===== src/rtl/pwm_ctrl_pkg.sv =====
// Shared definitions for the PWM controller: button-arbitration states and
// the default timing constants used by the generator's top level.
package pwm_ctrl_pkg;

    typedef enum logic [1:0] {
        IDLE     = 2'd0,
        INC_HOLD = 2'd1,
        DEC_HOLD = 2'd2,
        LOCKOUT  = 2'd3
    } btn_state_t;

    localparam int DEF_DEBOUNCE_CYCLES     = 2_000_000;
    localparam int DEF_REPEAT_DELAY_CYCLES = 50_000_000;
    localparam int DEF_REPEAT_RATE_CYCLES  = 25_000_000;

    // Counter width able to hold 0..n-1; never narrower than one bit.
    function automatic int cnt_width(input int n);
        return (n < 2) ? 1 : $clog2(n);
    endfunction

endpackage


===== src/rtl/button_debounce.sv =====
// Two-flop synchronizer followed by a counting debouncer: a new level is
// accepted only after it has been seen for DEBOUNCE_CYCLES consecutive cycles.
module button_debounce
    import pwm_ctrl_pkg::*;
#(
    parameter int DEBOUNCE_CYCLES = DEF_DEBOUNCE_CYCLES
) (
    input  logic clk,
    input  logic rst,
    input  logic btn,
    output logic level
);

    localparam int            CW       = cnt_width(DEBOUNCE_CYCLES);
    localparam logic [CW-1:0] CNT_LAST = CW'(DEBOUNCE_CYCLES - 1);

    logic          sync1;
    logic          sync2;
    logic [CW-1:0] cnt;

    always_ff @(posedge clk or posedge rst) begin
        if (rst) begin
            sync1 <= 1'b0;
            sync2 <= 1'b0;
            level <= 1'b0;
            cnt   <= '0;
        end else begin
            sync1 <= btn;
            sync2 <= sync1;
            // Any sample that agrees with the stable level restarts the count.
            if (sync2 == level) begin
                cnt <= '0;
            end else if (cnt == CNT_LAST) begin
                level <= ~level;
                cnt   <= '0;
            end else begin
                cnt <= cnt + CW'(1);
            end
        end
    end

endmodule


===== src/rtl/pwm_button_conditioner.sv =====
// Turns the two raw duty-adjust buttons into single-cycle step commands with
// auto-repeat while held; pressing both buttons locks out all commands.
module pwm_button_conditioner
    import pwm_ctrl_pkg::*;
#(
    parameter int DEBOUNCE_CYCLES     = DEF_DEBOUNCE_CYCLES,
    parameter int REPEAT_DELAY_CYCLES = DEF_REPEAT_DELAY_CYCLES,
    parameter int REPEAT_RATE_CYCLES  = DEF_REPEAT_RATE_CYCLES
) (
    input  logic clk,
    input  logic rst,
    input  logic increase_btn,
    input  logic decrease_btn,
    output logic duty_inc_pulse,
    output logic duty_dec_pulse,
    output logic inc_level,
    output logic dec_level
);

    localparam int DW = cnt_width(REPEAT_DELAY_CYCLES);
    localparam int RW = cnt_width(REPEAT_RATE_CYCLES);
    localparam int TW = (DW > RW) ? DW : RW;

    localparam logic [TW-1:0] DELAY_LOAD = TW'(REPEAT_DELAY_CYCLES - 1);
    localparam logic [TW-1:0] RATE_LOAD  = TW'(REPEAT_RATE_CYCLES - 1);

    btn_state_t    state;
    btn_state_t    state_next;
    logic [TW-1:0] timer;
    logic [TW-1:0] timer_next;
    logic          inc_next;
    logic          dec_next;

    button_debounce #(.DEBOUNCE_CYCLES(DEBOUNCE_CYCLES)) u_inc_debounce (
        .clk   (clk),
        .rst   (rst),
        .btn   (increase_btn),
        .level (inc_level)
    );

    button_debounce #(.DEBOUNCE_CYCLES(DEBOUNCE_CYCLES)) u_dec_debounce (
        .clk   (clk),
        .rst   (rst),
        .btn   (decrease_btn),
        .level (dec_level)
    );

    always_ff @(posedge clk or posedge rst) begin
        if (rst) begin
            state          <= IDLE;
            timer          <= '0;
            duty_inc_pulse <= 1'b0;
            duty_dec_pulse <= 1'b0;
        end else begin
            state          <= state_next;
            timer          <= timer_next;
            duty_inc_pulse <= inc_next;
            duty_dec_pulse <= dec_next;
        end
    end

    // Release is tested before repeat expiry so a release landing on the
    // expiry cycle yields no pulse.
    always_comb begin
        state_next = state;
        timer_next = timer;
        inc_next   = 1'b0;
        dec_next   = 1'b0;
        case (state)
            IDLE: begin
                if (inc_level && dec_level) begin
                    state_next = LOCKOUT;
                end else if (inc_level) begin
                    inc_next   = 1'b1;
                    timer_next = DELAY_LOAD;
                    state_next = INC_HOLD;
                end else if (dec_level) begin
                    dec_next   = 1'b1;
                    timer_next = DELAY_LOAD;
                    state_next = DEC_HOLD;
                end
            end
            INC_HOLD: begin
                if (!inc_level) begin
                    state_next = IDLE;
                end else if (dec_level) begin
                    state_next = LOCKOUT;
                end else if (timer == '0) begin
                    inc_next   = 1'b1;
                    timer_next = RATE_LOAD;
                end else begin
                    timer_next = timer - TW'(1);
                end
            end
            DEC_HOLD: begin
                if (!dec_level) begin
                    state_next = IDLE;
                end else if (inc_level) begin
                    state_next = LOCKOUT;
                end else if (timer == '0) begin
                    dec_next   = 1'b1;
                    timer_next = RATE_LOAD;
                end else begin
                    timer_next = timer - TW'(1);
                end
            end
            LOCKOUT: begin
                if (!inc_level && !dec_level) begin
                    state_next = IDLE;
                end
            end
            default: begin
                state_next = IDLE;
            end
        endcase
    end

endmodule


===== config.mk =====
export PLATFORM = sky130hd
export DESIGN_NAME = pwm_button_conditioner
export DESIGN_NICKNAME = d
export VERILOG_FILES = /design/src/rtl/pwm_ctrl_pkg.sv /design/src/rtl/button_debounce.sv /design/src/rtl/pwm_button_conditioner.sv
export SDC_FILE = /design/constraint.sdc
export NUM_CORES = 1
export LEC_CHECK = 0
export ABC_CLOCK_PERIOD_IN_PS = 3970
export BUFFER_PORTS_ARGS = -buffer_cell sky130_fd_sc_hd__buf_2
export CORE_MARGIN = 2
export CORE_UTILIZATION = 41
export CTS_CLUSTER_SIZE = 30
export DETAILED_ROUTE_END_ITERATION = 7
export GPL_ROUTABILITY_DRIVEN = 0
export GPL_TIMING_DRIVEN = 0
export PLACE_DENSITY = 0.56
export SETUP_SLACK_MARGIN = 0.05
export SYNTH_ARGS = -nofsm -noshare
export SYNTH_HDL_FRONTEND = slang
export SYNTH_SLANG_ARGS = --single-unit

===== constraint.sdc =====
create_clock -name clk -period 3.97 [get_ports clk]
set_clock_uncertainty 0.05 [all_clocks]
set_input_delay 0.1985 -clock clk [delete_from_list [all_inputs] [get_ports clk]]
set_output_delay 0.1985 -clock clk [all_outputs]
set_load 0.05 [all_outputs]

# ---- Yosys cells after proc, flatten, opt, wreduce, memory -nomap -nowiden
# Cells that the tools add are included.
dict set report word_totals {
  register_bits 78
  input_bits 4
  output_inout_bits 4
  elab_cells 81
}
dict set report op_classes {
  addsub 3
  eq_ne 17
  n_mux 34
  bitwise 4
  n_reduce_logical 11
}
# operator n
set op_table {}
lappend op_table {{$mux 26} 8}
lappend op_table {{$mux 21} 4}
lappend op_table {{$pmux 26 s3} 1}
lappend op_table {{$add 21x1->21 const B} 2}
lappend op_table {{$eq 21x21->1 const B} 2}
lappend op_table {{$logic_not 26->1} 1}
lappend op_table {{$sub 26x1->26 const B} 1}
lappend op_table {{$mux 2} 8}
lappend op_table {{$mux 1} 10}
lappend op_table {{$ne 2x2->1 const B} 4}
lappend op_table {{$pmux 2 s4} 1}
lappend op_table {{$reduce_and 7->1} 1}
lappend op_table {{$eq 2x2->1 const B} 2}
lappend op_table {{$ne 2x1->1 const B} 2}
lappend op_table {{$ne 4x2->1 const B} 1}
lappend op_table {{$not 1->1} 4}
lappend op_table {{$pmux 1 s2} 2}
lappend op_table {{$reduce_and 2->1} 2}
lappend op_table {{$reduce_and 4->1} 1}
lappend op_table {{$ne 3x1->1 const B} 1}
lappend op_table {{$ne 3x2->1 const B} 1}
lappend op_table {{$ne 3x3->1 const B} 1}
lappend op_table {{$reduce_bool 3->1} 1}
lappend op_table {{$eq 1x1->1} 2}
lappend op_table {{4 further kinds} 6}

# ---- Depth between registers and ports, before layout
dict set report logic_depth {
  ltp_word 5
  ltp_mapped 9
  depth_no_buf 7
}

# ---- By module
# From an unflattened synthesis, not the netlist that was laid out.
dict set report hier_totals {
  cells_unflattened 445
  hier_area_um2 4350.4
}
# mod instances cells_per_inst area_each_um2 seq_area_each_um2
set modules_own_cells {}
lappend modules_own_cells {pwm_button_conditioner 1 212 1920.6 750.7}
lappend modules_own_cells {{button_debounce (u_inc_debounce)} 1 120 1223.7 600.6}
lappend modules_own_cells {{button_debounce (u_dec_debounce)} 1 113 1206.2 600.6}

# ---- Worst setup path after synthesis
# Ideal clock, no wire load.
dict set report synth_path {
  path_kind {register -> register}
  start {register u_dec_debounce.level}
  end {register timer[17]}
  setup_ns 0.134
  arrival_time_ns 1.893
  required_time_ns 3.786
  path_slack_ns 1.894
  path_stages_with_launch 8
  path_buffers 2
  period_less_slack_ns 2.076
  path_cell_list {dfrtp_1 > clkbuf_1 > nand2b_1 > a211oi_2 > nor2_1 > clkbuf_1 > o41ai_1 > o21ai_1}
}
dict set report synth_between {
  elab_chain_len 3
  elab_cells_between_ends 6
  cone_classes {4 x eq/ne; 2 x reduce/logical}
}
# item line
set synth_rtl {}
lappend synth_rtl {{from (decl)} button_debounce.sv:11} ;# output logic level
lappend synth_rtl {{from (signal assigned)} button_debounce.sv:34} ;# level <= ~level;
lappend synth_rtl {{$logic_and 1x1->1} pwm_button_conditioner.sv:71} ;# if (inc_level && dec_level) begin
lappend synth_rtl {{$ne 2x2->1 (no source line)} n/a}
lappend synth_rtl {{$reduce_and 7->1 (no source line) *} n/a}
lappend synth_rtl {{to (signal assigned)} pwm_button_conditioner.sv:56} ;# timer <= timer_next;
lappend synth_rtl {{to (decl)} pwm_button_conditioner.sv:29} ;# logic [TW-1:0] timer;
# Every way passes the cells marked *; elsewhere a longest branch is shown, timed or not.
# A chain may end at the register's enable or synchronous reset.

# ---- Final worst setup path
dict set report layout_path {
  start {register state[0]}
  end {register timer[17]}
}
dict set report layout_between {
  elab_chain_len 3
  elab_cells_between_ends 12
  cone_classes {8 x eq/ne; 1 x mux; 3 x reduce/logical}
}
# item line
set layout_rtl {}
lappend layout_rtl {{from (decl)} pwm_button_conditioner.sv:27} ;# btn_state_t state;
lappend layout_rtl {{from (signal assigned)} pwm_button_conditioner.sv:55} ;# state <= state_next;
lappend layout_rtl {{$eq 2x1->1 (tied with other cells)} pwm_button_conditioner.sv:69} ;# case (state)
lappend layout_rtl {{$ne 2x2->1 (no source line) (tied with other cells)} n/a}
lappend layout_rtl {{$reduce_and 7->1 (no source line)} n/a}
# Parallel ways exist; a longest one is shown, timed or not.

==> results.json <==
{
  "final_core_util_pct": 46.6,
  "synth.most_common_cell": "dfrtp_1",
  "ys_types": 56,
  "avgSynthCellArea_sq_um": 9.60,
  "timing.rr.end": "timer[17]",
  "grt_pass1_vias": 3042,
  "critPathKind": "reg2reg",
  "whs_ps": 273,
  "synth-simple-area-share_pct": 25.6,
  "yosys-top-cells-area": "dfrtp_1, nor2_1, xor2_1",
  "grt_max_degree": 65,
  "cp_top_family": "compound AO/OA/AOI/OAI gates",
  "synth_ff_type": "dfrtp_1",
  "r2r_slack_ps": 1560,
  "r2r_cells": 8,
  "clock_path_buffers": 2,
  "drive_gt1_share_pct": 10.7,
  "fin_setup_tns_ps": 0,
  "synth_common_cells": "dfrtp_1, nor2_1, nand2_1",
  "synthCells": 429,
  "finalSetupViolations": 0,
  "synth_edf_count": 0,
  "maxSlewViolCount": 0,
  "cp-start-kind": "register",
  "root_buffer": "clkbuf_8",
  "detail-route-antenna-nets": 0,
  "cts_htree_levels": 3,
  "drv_cap": 0,
  "crit_arrival_ps": 2580,
  "peakVddDrop_mv": 0.122,
  "cts_setup_buffers": 0,
  "fmax_mhz": 415,
  "num_vias": 3146,
  "status": "complete, no violations",
  "viasPerCell": 5.34,
  "antenna_found_initial": 0,
  "finalPower_w": 0.00141,
  "worst_slew_pin_slew_ps": 722,
  "layout.nets": 464,
  "synth_seq_area_share_pct": 47.4,
  "grt_pass1_wl_microns": 15000,
  "initial_core_util_pct": 42.1,
  "drtIter0Drc": 144,
  "routed_wl_microns": 8670,
  "fp.dieH_microns": 104,
  "crit_slowest_cell": "dfrtp_1",
  "dieArea_sq_um": 10900,
  "track_usage_pct": 17.3,
  "power_density_nw_per_um2": 309,
  "first_pass_iters": 4,
  "rsz0062_at_grt": "no",
  "hold_violations": 0,
  "clock-sinks": 78,
  "crit_buf_inv": 2,
  "ys_ff_latch": 78,
  "clk_pin_slew_ps": 80,
  "numCtsBuffers": 9,
  "synthAdderAreaFrac_pct": 2.73,
  "io_pins": 8,
  "dp_hpwl_microns": 5890,
  "finalCritPeriodShare_pct": 60.6,
  "syn2layout_area_growth_pct": 10.6,
  "slowest_delay_ps": 470,
  "dpl.cell_count": 570,
  "crit_chain": "inv_1 -> ha_1 -> or2_1 -> a211oi_2 -> nor2_1 -> clkbuf_1 -> o41ai_1 -> o21ai_1",
  "grt-ovfl-total": 0,
  "core.rowCount": 36,
  "yosysTopAreaCellShare_pct": 47.4,
  "leakagePower_nw": 2.00,
  "cp_max_fo": 10,
  "synthArstFlopShare_pct": 100,
  "n_fill_cell": 946,
  "syn_area_sq_um": 4120,
  "required_ps": 4150,
  "max_slew_margin_pct": 51.5,
  "reg2reg_from": "state[0]",
  "synth_top_area_cell": "dfrtp_1",
  "drc": 0,
  "wl_per_cell_microns": 14.7,
  "synth_compound_area_share_pct": 11.7,
  "synth_mux_area_share_pct": 0.790,
  "hold_class": "in2async",
  "layout_min_cycle_time_ps": 2410,
  "ys_warn_count": 0,
  "syn_nets": 442,
  "io_buffers": 7,
  "n_antenna_cell": 0,
  "cts_tree": "yes",
  "synthXorXnorAreaFrac_pct": 8.29,
  "fp.dieW_microns": 104,
  "core_area_sq_um": 9770,
  "insertion_delay_ps": 360,
  "crit_start": "state[0]",
  "end_kind": "register",
  "final_cells": 589,
  "synth_top_family_by_area": "simple AND/OR/NAND/NOR gates"
}
what timing repair did:
action / CTS / global route
gates resized for setup: 0 / 0
hold endpoints to repair: 16 / 0
hold buffers: 3 / 0
layout make-up:
type	instances	area, sq um	area share, %
Multi-Input combinational cell	319	2020	44.4
Sequential cell	78	1950	42.8
Tap cell	133	166	3.65
Clock buffer	11	141	3.10
Timing Repair Buffer	11	92.6	2.03
Buffer	15	81.3	1.78
Inverter	17	66.3	1.46
Clock inverter	5	35.0	0.769
per-stage QoR:
step           area [sq um]  setup slack [ps]
2_1_floorplan          4120              1730
3_3_place_gp           4320               651
5_1_grt                4560              1290
3_5_place_dp           4350              1560
4_1_cts                4560              1530
6_report               4560              1560
per-layer routing:
layer | track usage [%] | vias to the layer above | share of wire [%]
li1 | - | 1558 | -
met1 | 24.6 | 1554 | 52
met2 | 26.2 | 23 | 45
met3 | 2.44 | 11 | 1.3
met4 | 7.53 | 0 | 1.9
met5 | 0 | - | 0
cells in the final DEF, fill, tap and decap left out, drive strengths merged, types with 3 or more instances in the layout:
| master | Yosys | final |
|---|---|---|
| dfrtp | 78 | 78 |
| nor2 | 70 | 70 |
| nand2 | 26 | 26 |
| xor2 | 24 | 24 |
| nor3 | 21 | 21 |
| nand3 | 20 | 20 |
| inv | 17 | 17 |
| buf | 9 | 17 |
| clkbuf | 6 | 17 |
| nand4 | 16 | 16 |
| xnor2 | 15 | 15 |
| a21oi | 13 | 13 |
| o21ai | 12 | 12 |
| ha | 9 | 9 |
| o22a | 7 | 7 |
| and4 | 7 | 7 |
| nor4 | 7 | 7 |
| o21a | 6 | 6 |
| or2 | 6 | 6 |
| nor4b | 5 | 5 |
| or3 | 5 | 5 |
| nand2b | 4 | 4 |
| and2 | 4 | 4 |
| a31oi | 4 | 4 |
| a22o | 4 | 4 |
| clkinv | 0 | 4 |
| o41ai | 3 | 3 |
| a311oi | 3 | 3 |
| o2bb2ai | 3 | 3 |
| dlygate4sd3 | 0 | 3 |
| a211oi | 3 | 3 |
worst max path at each step:
stage	depth (start not counted)	slack, ps	endpoint
after global placement	2	650	u_dec_debounce.cnt[0]
final	8	1560	timer[17]
after global routing	8	1290	timer[17]
after floorplan	1	1730	duty_dec_pulse
after CTS	7	1530	timer[3]
after detailed placement	8	1560	timer[17]
worst register-to-register path, cell delays in order, from the launching register on:
cell and delay [ps]:
dfrtp_1 470, inv_1 100, ha_1 250, or2_1 250
a211oi_2 270, nor2_1 120, clkbuf_1 290, o41ai_1 360
o21ai_1 110
power by group:
group	switching, W	total, W	internal (W)
logic	0.0000295	0.0000434	0.0000139
registers	0.00000585	0.000806	0.000801
clock network	0.000313	0.000558	0.000245
flip-flops by register name, indices dropped and copies added (netlist names):
| signal | cells |
|---|---|
| timer | 26 |
| u_dec_debounce.cnt | 21 |
| u_inc_debounce.cnt | 21 |
| state | 2 |
| duty_dec_pulse | 1 |
| duty_inc_pulse | 1 |
| u_dec_debounce.level | 1 |
| u_dec_debounce.sync1 | 1 |
| u_dec_debounce.sync2 | 1 |
| u_inc_debounce.level | 1 |
| u_inc_debounce.sync1 | 1 |
| u_inc_debounce.sync2 | 1 |
cells by family (layout without fill, tap and decap cells):
| group | after synthesis | count (layout) |
|---|---|---|
| AO/OA/AOI/OAI | 68 | 68 |
| XOR/XNOR | 39 | 39 |
| adder cells (fa/ha/maj) | 9 | 9 |
| buffers and inverters | 32 | 59 |
| flip-flops | 78 | 78 |
| multiplexers | 3 | 3 |
| AND/OR/NAND/NOR | 200 | 200 |
Note: power is estimated with default switching activity, not from simulation.
